**config.mk**
```make
export PLATFORM = sky130hd
export DESIGN_NAME = serial_load_ctrl
export DESIGN_NICKNAME = d
export VERILOG_FILES = /design/src/rtl/serial_load_pkg.sv /design/src/rtl/serial_load_ctrl_bit_counter.sv /design/src/rtl/serial_load_ctrl.sv
export SDC_FILE = /design/constraint.sdc
export NUM_CORES = 1
export LEC_CHECK = 0
export CORE_MARGIN = 4
export CORE_UTILIZATION = 53
export CTS_CLUSTER_DIAMETER = 100
export DETAILED_ROUTE_END_ITERATION = 6
export PLACE_DENSITY = 0.81
export SETUP_SLACK_MARGIN = 0.1
export SYNTH_ARGS = -nofsm -noshare
export SYNTH_HDL_FRONTEND = slang
export SYNTH_SLANG_ARGS = --single-unit
```
**constraint.sdc**
```tcl
create_clock -name clk -period 2.2 [get_ports clk]
set_clock_uncertainty 0.05 [all_clocks]
set_input_delay 0.22 -clock clk [delete_from_list [all_inputs] [get_ports clk]]
set_output_delay 0.22 -clock clk [all_outputs]
set_load 0.02 [all_outputs]
```
**src/rtl/serial_load_pkg.sv**
```systemverilog
// serial_load_pkg
//   Shared definitions for serial_load_ctrl and its bit counter:
//   - FSM state encodings (S_IDLE, S_SHIFT, S_CHK, S_LOAD)
//   - default word width
//   - even_parity(): the parity bit that makes the word plus parity even.
package serial_load_pkg;

  localparam int DEFAULT_WIDTH = 8;

  localparam logic [1:0] S_IDLE  = 2'd0;
  localparam logic [1:0] S_SHIFT = 2'd1;
  localparam logic [1:0] S_CHK   = 2'd2;
  localparam logic [1:0] S_LOAD  = 2'd3;

  // Words narrower than 32 bits are zero-extended by the caller, which
  // leaves the XOR unchanged.
  function automatic logic even_parity(input logic [31:0] word);
    return ^word;
  endfunction

endpackage

```
**src/rtl/serial_load_ctrl_bit_counter.sv**
```systemverilog
// bit_counter
//   Counts the data bits of one frame, from 0 to WIDTH-1. The count returns
//   to 0 after the terminal value, so it never exceeds WIDTH-1.
//   Ports:
//     clk  in   rising-edge clock
//     clr  in   synchronous clear; takes priority over en
//     en   in   advance the count by one
//     tc   out  terminal count, high while cnt == WIDTH-1
module bit_counter #(
  parameter int WIDTH = 8,
  parameter int CNT_W = 5
) (
  input  logic clk,
  input  logic clr,
  input  logic en,
  output logic tc
);

  localparam logic [CNT_W-1:0] LAST = CNT_W'(WIDTH - 1);

  logic [CNT_W-1:0] cnt_q, cnt_d;

  always_comb begin
    cnt_d = cnt_q;
    if (clr) begin
      cnt_d = '0;
    end else if (en) begin
      cnt_d = (cnt_q == LAST) ? '0 : cnt_q + 1'b1;
    end
  end

  always_ff @(posedge clk) begin
    cnt_q <= cnt_d;
  end

  assign tc = (cnt_q == LAST);

endmodule

```
**src/rtl/serial_load_ctrl.sv**
```systemverilog
// serial_load_ctrl
//   Feeder for an enable-D flip-flop register bank. The block waits for a
//   start pulse, deserialises WIDTH bits of sin (LSB first), then presents
//   the word on d with a one-cycle en strobe. The bank therefore captures
//   each word exactly once, and it holds its value between strobes.
//
//   Build option: define SERIAL_LOAD_PARITY_EN to expect one even-parity bit
//   after the data bits. On a parity mismatch, err pulses instead of en and
//   d is left unchanged. Without the macro there is no CHK state and err is
//   tied to 0.
//
//   Protocol: start is sampled only in IDLE. It is neither queued nor acted
//   on while busy. en is a single-cycle strobe with no back-pressure, and d
//   is valid whenever en is high.
//
//   Ports:
//     clk        in   rising-edge clock
//     reset      in   synchronous, active-high reset; aborts any frame
//     start      in   frame start
//     sin        in   serial data, one bit per clock after start
//     d          out  assembled word (registered)
//     en         out  one-cycle load strobe (registered)
//     busy       out  high in every non-IDLE state
//     err        out  parity error pulse
//     dbg_state  out  current FSM state, for observation only
module serial_load_ctrl
  import serial_load_pkg::*;
#(
  parameter int WIDTH = DEFAULT_WIDTH,
  parameter int CNT_W = 5
) (
  input  logic             clk,
  input  logic             reset,
  input  logic             start,
  input  logic             sin,
  output logic [WIDTH-1:0] d,
  output logic             en,
  output logic             busy,
  output logic             err,
  output logic [1:0]       dbg_state
);

  logic [1:0]       state_q, state_d;
  logic [WIDTH-1:0] sr_q, sr_d;
  logic [WIDTH-1:0] d_q, d_d;
  logic             en_q, en_d;
  logic [WIDTH-1:0] sr_shifted;
  logic             cnt_clr, cnt_en, cnt_tc;
`ifdef SERIAL_LOAD_PARITY_EN
  logic             err_q, err_d;
`endif

  // The first bit ends up at bit 0 after WIDTH shifts.
  assign sr_shifted = {sin, sr_q[WIDTH-1:1]};

  // The counter idles at 0 outside SHIFT, so every frame counts from 0.
  assign cnt_clr = reset || (state_q != S_SHIFT);
  assign cnt_en  = (state_q == S_SHIFT);

  bit_counter #(
    .WIDTH (WIDTH),
    .CNT_W (CNT_W)
  ) u_bit_counter (
    .clk (clk),
    .clr (cnt_clr),
    .en  (cnt_en),
    .tc  (cnt_tc)
  );

  always_comb begin
    state_d = state_q;
    sr_d    = sr_q;
    d_d     = d_q;
    en_d    = 1'b0;
`ifdef SERIAL_LOAD_PARITY_EN
    err_d   = 1'b0;
`endif
    case (state_q)
      S_IDLE: begin
        if (start) begin
          state_d = S_SHIFT;
        end
      end
      S_SHIFT: begin
        sr_d = sr_shifted;
        if (cnt_tc) begin
`ifdef SERIAL_LOAD_PARITY_EN
          state_d = S_CHK;
`else
          // en and d are registered together, so both change on the edge
          // that enters LOAD.
          state_d = S_LOAD;
          en_d    = 1'b1;
          d_d     = sr_shifted;
`endif
        end
      end
`ifdef SERIAL_LOAD_PARITY_EN
      S_CHK: begin
        // LOAD is entered either way. On a mismatch it carries err instead
        // of en, so busy stays high through it.
        state_d = S_LOAD;
        if (sin == even_parity(32'(sr_q))) begin
          en_d = 1'b1;
          d_d  = sr_q;
        end else begin
          err_d = 1'b1;
        end
      end
`endif
      S_LOAD: begin
        state_d = S_IDLE;
      end
      default: begin
        state_d = S_IDLE;
      end
    endcase
  end

  always_ff @(posedge clk) begin
    if (reset) begin
      state_q <= S_IDLE;
      sr_q    <= '0;
      d_q     <= '0;
      en_q    <= 1'b0;
    end else begin
      state_q <= state_d;
      sr_q    <= sr_d;
      d_q     <= d_d;
      en_q    <= en_d;
    end
  end

`ifdef SERIAL_LOAD_PARITY_EN
  always_ff @(posedge clk) begin
    if (reset) begin
      err_q <= 1'b0;
    end else begin
      err_q <= err_d;
    end
  end
  assign err = err_q;
`else
  assign err = 1'b0;
`endif

  assign d         = d_q;
  assign en        = en_q;
  assign busy      = (state_q != S_IDLE);
  assign dbg_state = state_q;

endmodule

```
## After elaboration in Yosys (flattened, before gate mapping)

Index checks and enable logic that the tools add are counted.

- Reductions and logical operators: 6
- Equality and inequality tests: 5
- Add/sub/neg operators: 1
- Bitwise logic cells: 1
- Mux-type cells: 5

Operator list:

| operator | count |
|---|---|
| 5-bit by 1-bit adder with 5-bit output (second input constant) | 1 |
| 5-bit by 3-bit equality test with 1-bit output (second input constant) | 1 |
| 5-bit two-way mux | 1 |
| 2-bit two-way mux | 2 |
| 2-bit by 1-bit != test with 1-bit output (second input constant) | 2 |
| 2-bit case mux with 2 select lines | 1 |
| 2-bit AND reduction | 2 |
| 2-bit by 1-bit equality test with 1-bit output (second input constant) | 1 |
| 2-bit logical NOT | 1 |
| 2-bit != test (second input constant) | 1 |
| 2-bit nonzero test | 1 |
| 2-bit OR reduction | 1 |
| 1-bit logical OR | 1 |
| 1-bit two-way mux | 1 |
| 1-bit NOT | 1 |

- Output and inout port bits: 13
- Flip-flop bits (word level): 24

## Logic depth before layout (Yosys ltp)

Gate-level depths: netlist (run 1).

- Depth after elaboration: 3
- Mapped depth: 5
- Mapped depth without buffers: 4

## Modules after synthesis

From an unflattened synthesis (run 1), not the netlist that was laid out.

- Cells, all modules: 105
- Area total of the unflattened synthesis: 980.9 sq um

By module, submodules not included:

| module | area each (sq um) | times used | cells an instance |
|---|---|---|---|
| serial_load_ctrl | 739.5 | 1 | 80 |
| bit_counter | 241.5 | 1 | 25 |

## Least setup slack after synthesis (run 1)

OpenSTA, ideal clock, no wires.

- Kind: register -> register
- Start point: reg state_q[0], in the netlist dbg_state[0]
- End point: reg d_q[0], in the netlist d[0]
- Arrival: 1273 ps
- Stages on the path, launching flop included: 6
- Setup slack: 806 ps
- Cell sequence: dfxtp_1 nor2b_2 buf_6 and4_4 buf_8 mux2i_1

- Longest elaborated chain between the ends: 2

Ends and longest elaborated chain:

| what | RTL line | text |
|---|---|---|
| from (decl) | serial_load_ctrl.sv:43 | `logic [1:0] state_q, state_d;` |
| from (signal assigned) | serial_load_ctrl.sv:127 | `state_q <= state_d;` |
| 2-bit by 1-bit equality test with 1-bit output | serial_load_ctrl.sv:78 | `case (state_q)` |
| 2-bit AND reduction (no source line) | n/a |  |
| to (signal assigned) | serial_load_ctrl.sv:124 | `d_q <= '0;` |
| to (signal assigned) | serial_load_ctrl.sv:129 | `d_q <= d_d;` |
| to (decl) | serial_load_ctrl.sv:45 | `logic [WIDTH-1:0] d_q, d_d;` |

No other way between the ends.
A chain may end at the register's enable or synchronous reset.

## Final worst setup path (run 1)

- Start point: reg state_q[1], in the netlist dbg_state[1]
- End point: out busy

- Longest elaborated chain between the ends: 1

Ends and longest elaborated chain:

| what | RTL line | text |
|---|---|---|
| 2-bit nonzero test | serial_load_ctrl.sv:149 | `assign busy = (state_q != S_IDLE);` |
| to (decl) | serial_load_ctrl.sv:38 | `output logic busy,` |

No other way between the ends.

==> results of run 1 <==
logic make-up after synthesis:
family                     count (synthesis)  synth area share
and+or+nand+nor                           46             0.264
DFF                                       23             0.495
xor gates and xnor gates                   2            0.0188
buffers and inverters                      8            0.0565
AOI/OAI and AO/OA                         10            0.0619
adders and majority gates                  1            0.0135
muxes                                      8            0.0861
other                                      1           0.00403
where the power goes:
part | internal [W] | switching, W | total, W
Clock | 0.0000680 | 0.000121 | 0.000189
Combinational | 0.0000207 | 0.0000225 | 0.0000432
Sequential | 0.000421 | 0.00000351 | 0.000424
critical path, stage by stage (launching register included):
cell	delay, ns
dfxtp_1	0.37
or2_2	0.30
clkdlybuf4s50_1	0.54
metrics by stage:
stage	instances	total power, W	hold WS [ns]	utilization	cell area [µm²]
after global routing	129	0.000685	0.421	0.691	1090
after detailed placement	125	0.000477	0.394	0.674	1060
after CTS	129	0.000667	0.417	0.691	1090
after global placement	125	0.000476	0.388	0.674	1060
after floorplan	99	0.000465	0.306	-	930
final	129	0.000657	0.418	0.691	1090
final timing paths:
check / to / slack, ns / depth (start not counted)
max reg2reg: d[2] / 0.69 / 3
max: busy / 0.41 / 2
min: u_bit_counter.cnt_q[0] / 0.42 / 1
min reg2reg: u_bit_counter.cnt_q[0] / 0.42 / 1
metal layers:
layer | global-route usage | vias up | part of all wire | routed length, µm
li1 | - | 349 | - | -
met1 | 0.167 | 278 | 0.46 | 723
met2 | 0.225 | 11 | 0.50 | 790
met3 | 0.0452 | 2 | 0.033 | 52
met4 | 0.0553 | 0 | 0.013 | 21
met5 | 0 | - | 0 | 0
area by class of cell:
class | instances | area, µm²
Inverter | 2 | 7.51
Clock buffer | 3 | 22.5
Sequential cell | 23 | 460
Clock inverter | 1 | 5.00
Fill cell | 135 | 487
Tap cell | 16 | 20.0
Multi-Input combinational cell | 68 | 417
Timing Repair Buffer | 16 | 158
registers in the layout, indices dropped and copies added (netlist names):
signal and cells:
sr_q 7, d 8, u_bit_counter.cnt_q 5, en 1, dbg_state 2
synthesized netlist by cell type (2+ instances only):
| library cell | count | area share |
|---|---|---|
| inv_1 | 2 | 0.0081 |
| a21oi_1 | 8 | 0.043 |
| nand3_1 | 2 | 0.011 |
| nand2b_1 | 17 | 0.11 |
| clkbuf_1 | 3 | 0.012 |
| nand2_1 | 15 | 0.061 |
| xnor2_1 | 2 | 0.019 |
| nor2_1 | 5 | 0.020 |
| mux2i_1 | 8 | 0.086 |
| dfxtp_1 | 23 | 0.50 |
| and2b_1 | 2 | 0.016 |
==> flow_summary_export.csv, run 1 <==
group,metric,value,unit
die,dieWidth,49.9,µm
setup_path,r2r-start,"dbg_state[0]",
yosys,synth-async-reset-ratio,0,
clocking,ctsResizeCount,0,
route,wirelength,1.59,mm
clocking,postCtsSetupBuffers,0,
setup_path,arrival,1.52,ns
route,via_count,640,
clocking,cts.sinks,23,
clocking,postCtsHoldBufs,0,
global_routing,grt_max_degree,17,
min_path,hold_start,"u_bit_counter.cnt_q[0]",
sta,setup_viol,0,
route,drt_pass1_iterations,4,
sta,final-max-slew-violation-count,0,
global_routing,grt_pass1_vias,592,
sta,fin_tns_setup,0,ns
setup_path,end_kind,"output port",
route,routedWlPerCell,12.3,µm
sta,fmax,559,MHz
yosys,ys_seq_elements,23,
route,drc_errors,0,
sta,finalHoldViolations,0,
clocking,cts.reportedPaths.clkPinSlew,0.12,ns
global_routing,antenna_found_initial,0,
yosys,syn_area,930,µm²
global_routing,grt-ovfl-total,0,
setup_path,cp-start-kind,"register",
route,drt-initial-drc-count,8,
setup_path,path_max_fanout,5,
min_path,hold_class,"register to register",
global_routing,grt_pass1_wl,2.66,mm
sta,rsz0062_at_grt,"no",
final_layout,drive_gt1_frac,0.0708,
route,drtAntennaViolNets,0,
placement,place_congestion,0.660,
placement,port_buffers,15,
outcome,run_status,"completed",
clocking,cts_buffers,3,
final_layout,synthToLayoutAreaGrowth,17.2,%
yosys,synth_edf_count,0,
placement,post-place-ws,0.675,ns
flow_run,max_cap_viol_count,0,
final_layout,nets,119,
clocking,cts_tree,"done",
final_layout,final_cell_mix,"dfxtp_1, nand2b_1, nand2_1, clkdlybuf4s50_1",
sta,period_needed,1.79,ns
placement,post-dp-hpwl,1.12,mm
yosys,synth.net_count,104,
die,design.core.area,0.00158,mm²
setup_path,crit_required,1.93,ns
setup_path,critPathLaunch,"dbg_state[1]",
final_layout,diodes,0,
clocking,clock_path_buffers,2,
route,viasPerCell,4.96,
clocking,cts-htree-levels,1,
yosys,synth_cells,99,
clocking,ctsRootBufferMaster,"clkbuf_4",
die,die_h,49.9,µm
yosys,synth_ff_type,"dfxtp_1",
die,start_util,0.590,
global_routing,gr-usage-all-layers,0.138,
yosys,yosys_warnings,0,
power_and_ir_drop,powerDensity,602,mW/mm²
final_layout,layout_commonest_cell,"dfxtp_1",
sta,timing.final.crit_share,0.813,
yosys,ys_types,23,
power_and_ir_drop,total_leakage_power,0.371,nW
setup_path,worstSetupPathType,"register to output port",
die,placementRows,14,
die,io_pins,17,
power_and_ir_drop,ir_worst_vdd,0.554,mV
die,design.die.area,0.00249,mm²
yosys,yosysSeqAreaShare,0.495,
sta,fin_ws,0.412,ns
yosys,synth_area_per_cell,9.39,µm²
clocking,clk_latency,0.31,ns
No activity file was read; power rests on OpenSTA's default activity.
==> inputs of run 2 (changes only) <==
--- a/config.mk
+++ b/config.mk
@@ -6,10 +6,10 @@
 export NUM_CORES = 1
 export LEC_CHECK = 0
 export CORE_MARGIN = 4
-export CORE_UTILIZATION = 53
+export CORE_UTILIZATION = 49
 export CTS_CLUSTER_DIAMETER = 100
 export DETAILED_ROUTE_END_ITERATION = 6
-export PLACE_DENSITY = 0.81
+export PLACE_DENSITY = 0.75
 export SETUP_SLACK_MARGIN = 0.1
 export SYNTH_ARGS = -nofsm -noshare
 export SYNTH_HDL_FRONTEND = slang
==> constraint.sdc (replaced) <==
create_clock -name clk -period 1.7 [get_ports clk]
set_clock_uncertainty 0.05 [all_clocks]
set_input_delay 0.17 -clock clk [delete_from_list [all_inputs] [get_ports clk]]
set_output_delay 0.17 -clock clk [all_outputs]
set_load 0.02 [all_outputs]
==> flow_summary_export.csv, run 2 (synthesized netlist as in run 1, its figures left out) <==
group,metric,value,unit
outcome,run_status,"completed",
setup_path,path_max_fanout,5,
die,design.core.area,0.00176,mm²
min_path,hold_class,"input port to register",
global_routing,grt_pass1_vias,605,
clocking,clock_path_buffers,2,
route,drt-initial-drc-count,6,
setup_path,crit_required,1.48,ns
clocking,cts-htree-levels,1,
die,placementRows,15,
clocking,postCtsHoldBufs,0,
route,viasPerCell,4.69,
setup_path,worstRegToRegCells,3,
clocking,ctsRootBufferMaster,"clkbuf_4",
global_routing,grt_pass1_wl,2.59,mm
setup_path,cp_num_buf_inv,1,
final_layout,final_cell_mix,"dfxtp_1, nand2b_1, nand2_1, clkdlybuf4s50_1",
global_routing,grt_max_degree,17,
route,routedWlPerCell,10.4,µm
die,dieWidth,51.6,µm
final_layout,drive_gt1_frac,0.0783,
route,routed.top_layer,"met4",
setup_path,end_kind,"output port",
final_layout,synthToLayoutAreaGrowth,19.7,%
power_and_ir_drop,total_leakage_power,0.386,nW
setup_path,cp-start-kind,"register",
setup_path,r2r_setup_slack,0.35,ns
route,met2_length,730,µm
sta,finalHoldViolations,0,
route,drt_pass1_iterations,4,
clocking,cts_buffers,3,
die,io_pins,17,
sta,rsz0062_at_grt,"no",
final_layout,largest_reg_flops,8,
route,drc_errors,0,
flow_run,max_cap_viol_count,0,
clocking,cts.sinks,23,
die,die_h,51.6,µm
route,via_count,657,
route,dr_wl_met3,48,µm
final_layout,nets,121,
route,drtAntennaViolNets,0,
placement,post-dp-hpwl,1.12,mm
placement,place_congestion,0.702,
final_layout,post-route-util,0.630,
global_routing,gr-usage-all-layers,0.132,
power_and_ir_drop,netSwitchingFraction,0.217,
route,wirelength,1.46,mm
sta,fin_tns_setup,0,ns
sta,timing.final.crit_share,0.891,
setup_path,arrival,1.30,ns
power_and_ir_drop,clkPwrFrac,0.285,
power_and_ir_drop,switching_power,0.000184,W
clocking,cts_tree,"done",
min_path,hold_end,"dbg_state[0]",
setup_path,worstSetupPathType,"register to output port",
power_and_ir_drop,pwr-share-seq,0.647,
final_layout,diodes,0,
power_and_ir_drop,p_int,0.000665,W
setup_path,cp_cell_sequence,"clkdlybuf4s50_1",
sta,period_needed,1.52,ns
global_routing,grt-ovfl-total,0,
clocking,cts.reportedPaths.clkPinSlew,0.11,ns
setup_path,worst-path-stages,1,
power_and_ir_drop,powerDensity,763,mW/mm²
global_routing,antenna_found_initial,0,
sta,setup_viol,0,
setup_path,path_delay_family,"buffers and inverters",
power_and_ir_drop,ir_worst_vdd,0.632,mV
min_path,hold_start,"start",
die,design.die.area,0.00266,mm²
sta,fmax,660,MHz
min_path,hold_depth,3,
die,start_util,0.527,
sta,final-max-slew-violation-count,0,
clocking,clk_latency,0.30,ns
setup_path,slowest_delay,0.62,ns
placement,port_buffers,15,
route,m1WireLength,664,µm
setup_path,r2r-start,"u_bit_counter.cnt_q[0]",
setup_path,critPathSlowestCell,"clkdlybuf4s50_1",
setup_path,r2r_end,"d[0]",
final_layout,layout_commonest_cell,"dfxtp_1",
power_and_ir_drop,combPwrFrac,0.069,
## run 2: cell types whose count changed in the layout (fill, tap and decap cells not counted), sizes merged
cell | before | now
buf | 1 | 3
dlygate4sd2 | 0 | 2
clkdlybuf4s50 | 15 | 13
clkbuf | 3 | 4
clkinv | 1 | 0
## run 2: layout make-up
type | count | area (µm²)
Timing Repair Buffer | 18 | 170
Multi-Input combinational cell | 68 | 417
Fill cell | 168 | 652
Inverter | 2 | 7.51
Tap cell | 25 | 31.3
Clock buffer | 4 | 26.3
Sequential cell | 23 | 460
## run 2: how the worst max path moves through the flow
stage / end / startpoint / slack [ns]
detailed placement: busy / dbg_state[1] / 0.32
global placement: busy / dbg_state[1] / 0.33
floorplan: d[0] / dbg_state[0] / 0.31
global route: dbg_state[0] / dbg_state[0] / 0.10
CTS: dbg_state[0] / dbg_state[0] / 0.17
finish: dbg_state[0] / dbg_state[0] / 0.18
## run 2: repair_timing
| action | CTS | global route |
|---|---|---|
| buffers inserted | 0 | 0 |
| gates resized for setup | 2 | 0 |
| setup endpoints to repair | 2 | 0 |
## run 2: power by group through the flow
stage	clock network (W)	registers (W)	logic, W
floorplan	0	0.000562	0.0000392
global placement	0	0.000561	0.0000595
detailed placement	0	0.000561	0.0000597
CTS	0.000253	0.000549	0.0000587
global route	0.000276	0.000551	0.0000649
finish	0.000242	0.000549	0.0000585
## run 2: per-layer routing
metal  track usage  up-vias
li1              -      351
met1         0.161      298
met2         0.208        6
met3        0.0344        2
met4        0.0786        0
met5             0        -
## run 2: metrics by stage
stage | hold WS, ns | power (W) | setup WS (ns) | instance area, µm² | instances
6_report | 0.398 | 0.000849 | 0.184 | 1110 | 140
5_1_grt | 0.404 | 0.000892 | 0.103 | 1110 | 140
4_1_cts | 0.388 | 0.000861 | 0.166 | 1110 | 140
3_5_place_dp | 0.394 | 0.000621 | 0.321 | 1090 | 136
3_3_place_gp | 0.388 | 0.000620 | 0.335 | 1090 | 136
2_1_floorplan | 0.256 | 0.000602 | 0.306 | 930 | 99
==> inputs of run 3 (changes only) <==
--- a/config.mk
+++ b/config.mk
@@ -5,12 +5,14 @@
 export SDC_FILE = /design/constraint.sdc
 export NUM_CORES = 1
 export LEC_CHECK = 0
-export CORE_MARGIN = 4
+export CORE_MARGIN = 2
 export CORE_UTILIZATION = 49
 export CTS_CLUSTER_DIAMETER = 100
 export DETAILED_ROUTE_END_ITERATION = 6
+export MAX_ROUTING_LAYER = met4
 export PLACE_DENSITY = 0.75
 export SETUP_SLACK_MARGIN = 0.1
+export SLEW_MARGIN = 20
 export SYNTH_ARGS = -nofsm -noshare
 export SYNTH_HDL_FRONTEND = slang
 export SYNTH_SLANG_ARGS = --single-unit
==> flow_summary_export.csv, run 3 (synthesized netlist as in run 1, its figures left out) <==
group,metric,value,unit
outcome,run_status,"completed",
setup_path,r2r_end,"d[7]",
final_layout,nets,121,
clocking,cts.sinks,23,
global_routing,grt-ovfl-total,0,
clocking,ctsRootBufferMaster,"clkbuf_4",
sta,period_needed,1.50,ns
die,design.die.area,0.00226,mm²
final_layout,layout_commonest_cell,"dfxtp_1",
sta,fin_tns_setup,0,ns
setup_path,path_max_fanout,5,
final_layout,diodes,0,
die,start_util,0.527,
route,viasPerCell,4.86,
setup_path,cp-start-kind,"register",
die,dieWidth,47.6,µm
sta,finalHoldViolations,0,
global_routing,grt_max_degree,14,
final_layout,drive_gt1_frac,0.0870,
min_path,hold_class,"input port to register",
placement,postPlaceCellArea,0.00109,mm²
route,wirelength,1.55,mm
clocking,cts-htree-levels,1,
clocking,cts.reportedPaths.clkPinSlew,0.12,ns
die,die_h,47.6,µm
clocking,clk_latency,0.31,ns
route,drt_pass1_iterations,4,
sta,rsz0062_at_grt,"no",
route,drtAntennaViolNets,0,
setup_path,critPathLaunch,"dbg_state[1]",
placement,place_congestion,0.737,
power_and_ir_drop,ir_worst_vdd,0.521,mV
sta,setup_viol,0,
sta,final-max-slew-violation-count,0,
global_routing,grt_pass1_vias,640,
setup_path,worstSetupPathType,"register to output port",
final_layout,final_area,0.00112,mm²
power_and_ir_drop,total_leakage_power,0.401,nW
route,via_count,680,
final_layout,synthToLayoutAreaGrowth,20.1,%
setup_path,worstRegToRegCells,3,
final_layout,final_cell_mix,"dfxtp_1, nand2b_1, nand2_1, clkdlybuf4s50_1",
placement,port_buffers,15,
setup_path,r2r_setup_slack,0.35,ns
setup_path,arrival,1.28,ns
global_routing,grt_pass1_wl,2.67,mm
sta,fmax,667,MHz
sta,timing.final.crit_share,0.881,
route,drt-initial-drc-count,11,
global_routing,antenna_found_initial,0,
clocking,postCtsSetupBuffers,0,
setup_path,r2r-start,"u_bit_counter.cnt_q[0]",
setup_path,crit_required,1.48,ns
clocking,clock_path_buffers,2,
setup_path,critPathCapture,"busy",
sta,hold_ws,0.396,ns
final_layout,nFillCells,171,
route,routedWlPerCell,11.1,µm
clocking,cts_buffers,3,
power_and_ir_drop,powerDensity,764,mW/mm²
die,io_pins,17,
die,placementRows,15,
die,design.core.area,0.00176,mm²
final_layout,largest_reg_flops,8,
flow_run,max_cap_viol_count,0,
route,drc_errors,0,
clocking,cts_tree,"done",
global_routing,gr-usage-all-layers,0.178,
setup_path,end_kind,"output port",
## run 3: changes by cell type in the layout (fill, tap and decap cells not counted), sizes merged
cell,delta
clkdlybuf4s50,-1
clkbuf,-1
clkinv,+1
dlymetal6s2s,+1
## run 3: worst max-delay path: stages, from the launching register on
cell	delay [ns]
dfxtp_1	0.36
or2_2	0.30
dlygate4sd2_1	0.32
## run 3: area by class of cell
class	count	area, µm²	share of cell area
Multi-Input combinational cell	68	417	0.373
Sequential cell	23	460	0.413
Inverter	2	7.51	0.00673
Clock inverter	1	5.00	0.00448
Clock buffer	3	22.5	0.0202
Timing Repair Buffer	18	173	0.155
Tap cell	25	31.3	0.0280
## run 3: worst min-delay path by stage
stage                            from                      to  slack [ns]  cells after the start
2_1_floorplan                     sin                 sr_q[7]        0.26                      2
3_3_place_gp   u_bit_counter.cnt_q[0]  u_bit_counter.cnt_q[0]        0.39                      1
3_5_place_dp   u_bit_counter.cnt_q[0]  u_bit_counter.cnt_q[0]        0.39                      1
4_1_cts                         start            dbg_state[0]        0.38                      3
5_1_grt                           sin                 sr_q[7]        0.40                      3
6_report                          sin                 sr_q[7]        0.40                      3
## run 3: stage by stage
step	utilization	power [W]	instances	setup slack, ns
after floorplan	-	0.000602	99	0.306
after global placement	0.617	0.000621	136	0.336
after detailed placement	0.617	0.000622	136	0.317
after CTS	0.631	0.000867	140	0.158
after global routing	0.633	0.000899	140	0.130
final	0.633	0.000852	140	0.201
## run 3: routing by layer
metal	vias up	track usage	share of wire
met3	2	0.0566	0.039
met5	-	-	0
met2	9	0.305	0.53
li1	350	-	-
met1	319	0.192	0.42
met4	0	0.0649	0.0084
## run 3: power breakdown
| group | total [W] | internal, W | switching (W) |
|---|---|---|---|
| Sequential | 0.000549 | 0.000545 | 0.00000442 |
| Combinational | 0.0000588 | 0.0000287 | 0.0000301 |
| Clock | 0.000245 | 0.0000878 | 0.000157 |
## run 3: timing repair
item | in CTS | in global routing
resized for setup | 2 | 1
hold buffers | 0 | 0
setup endpoints to repair | 2 | 1
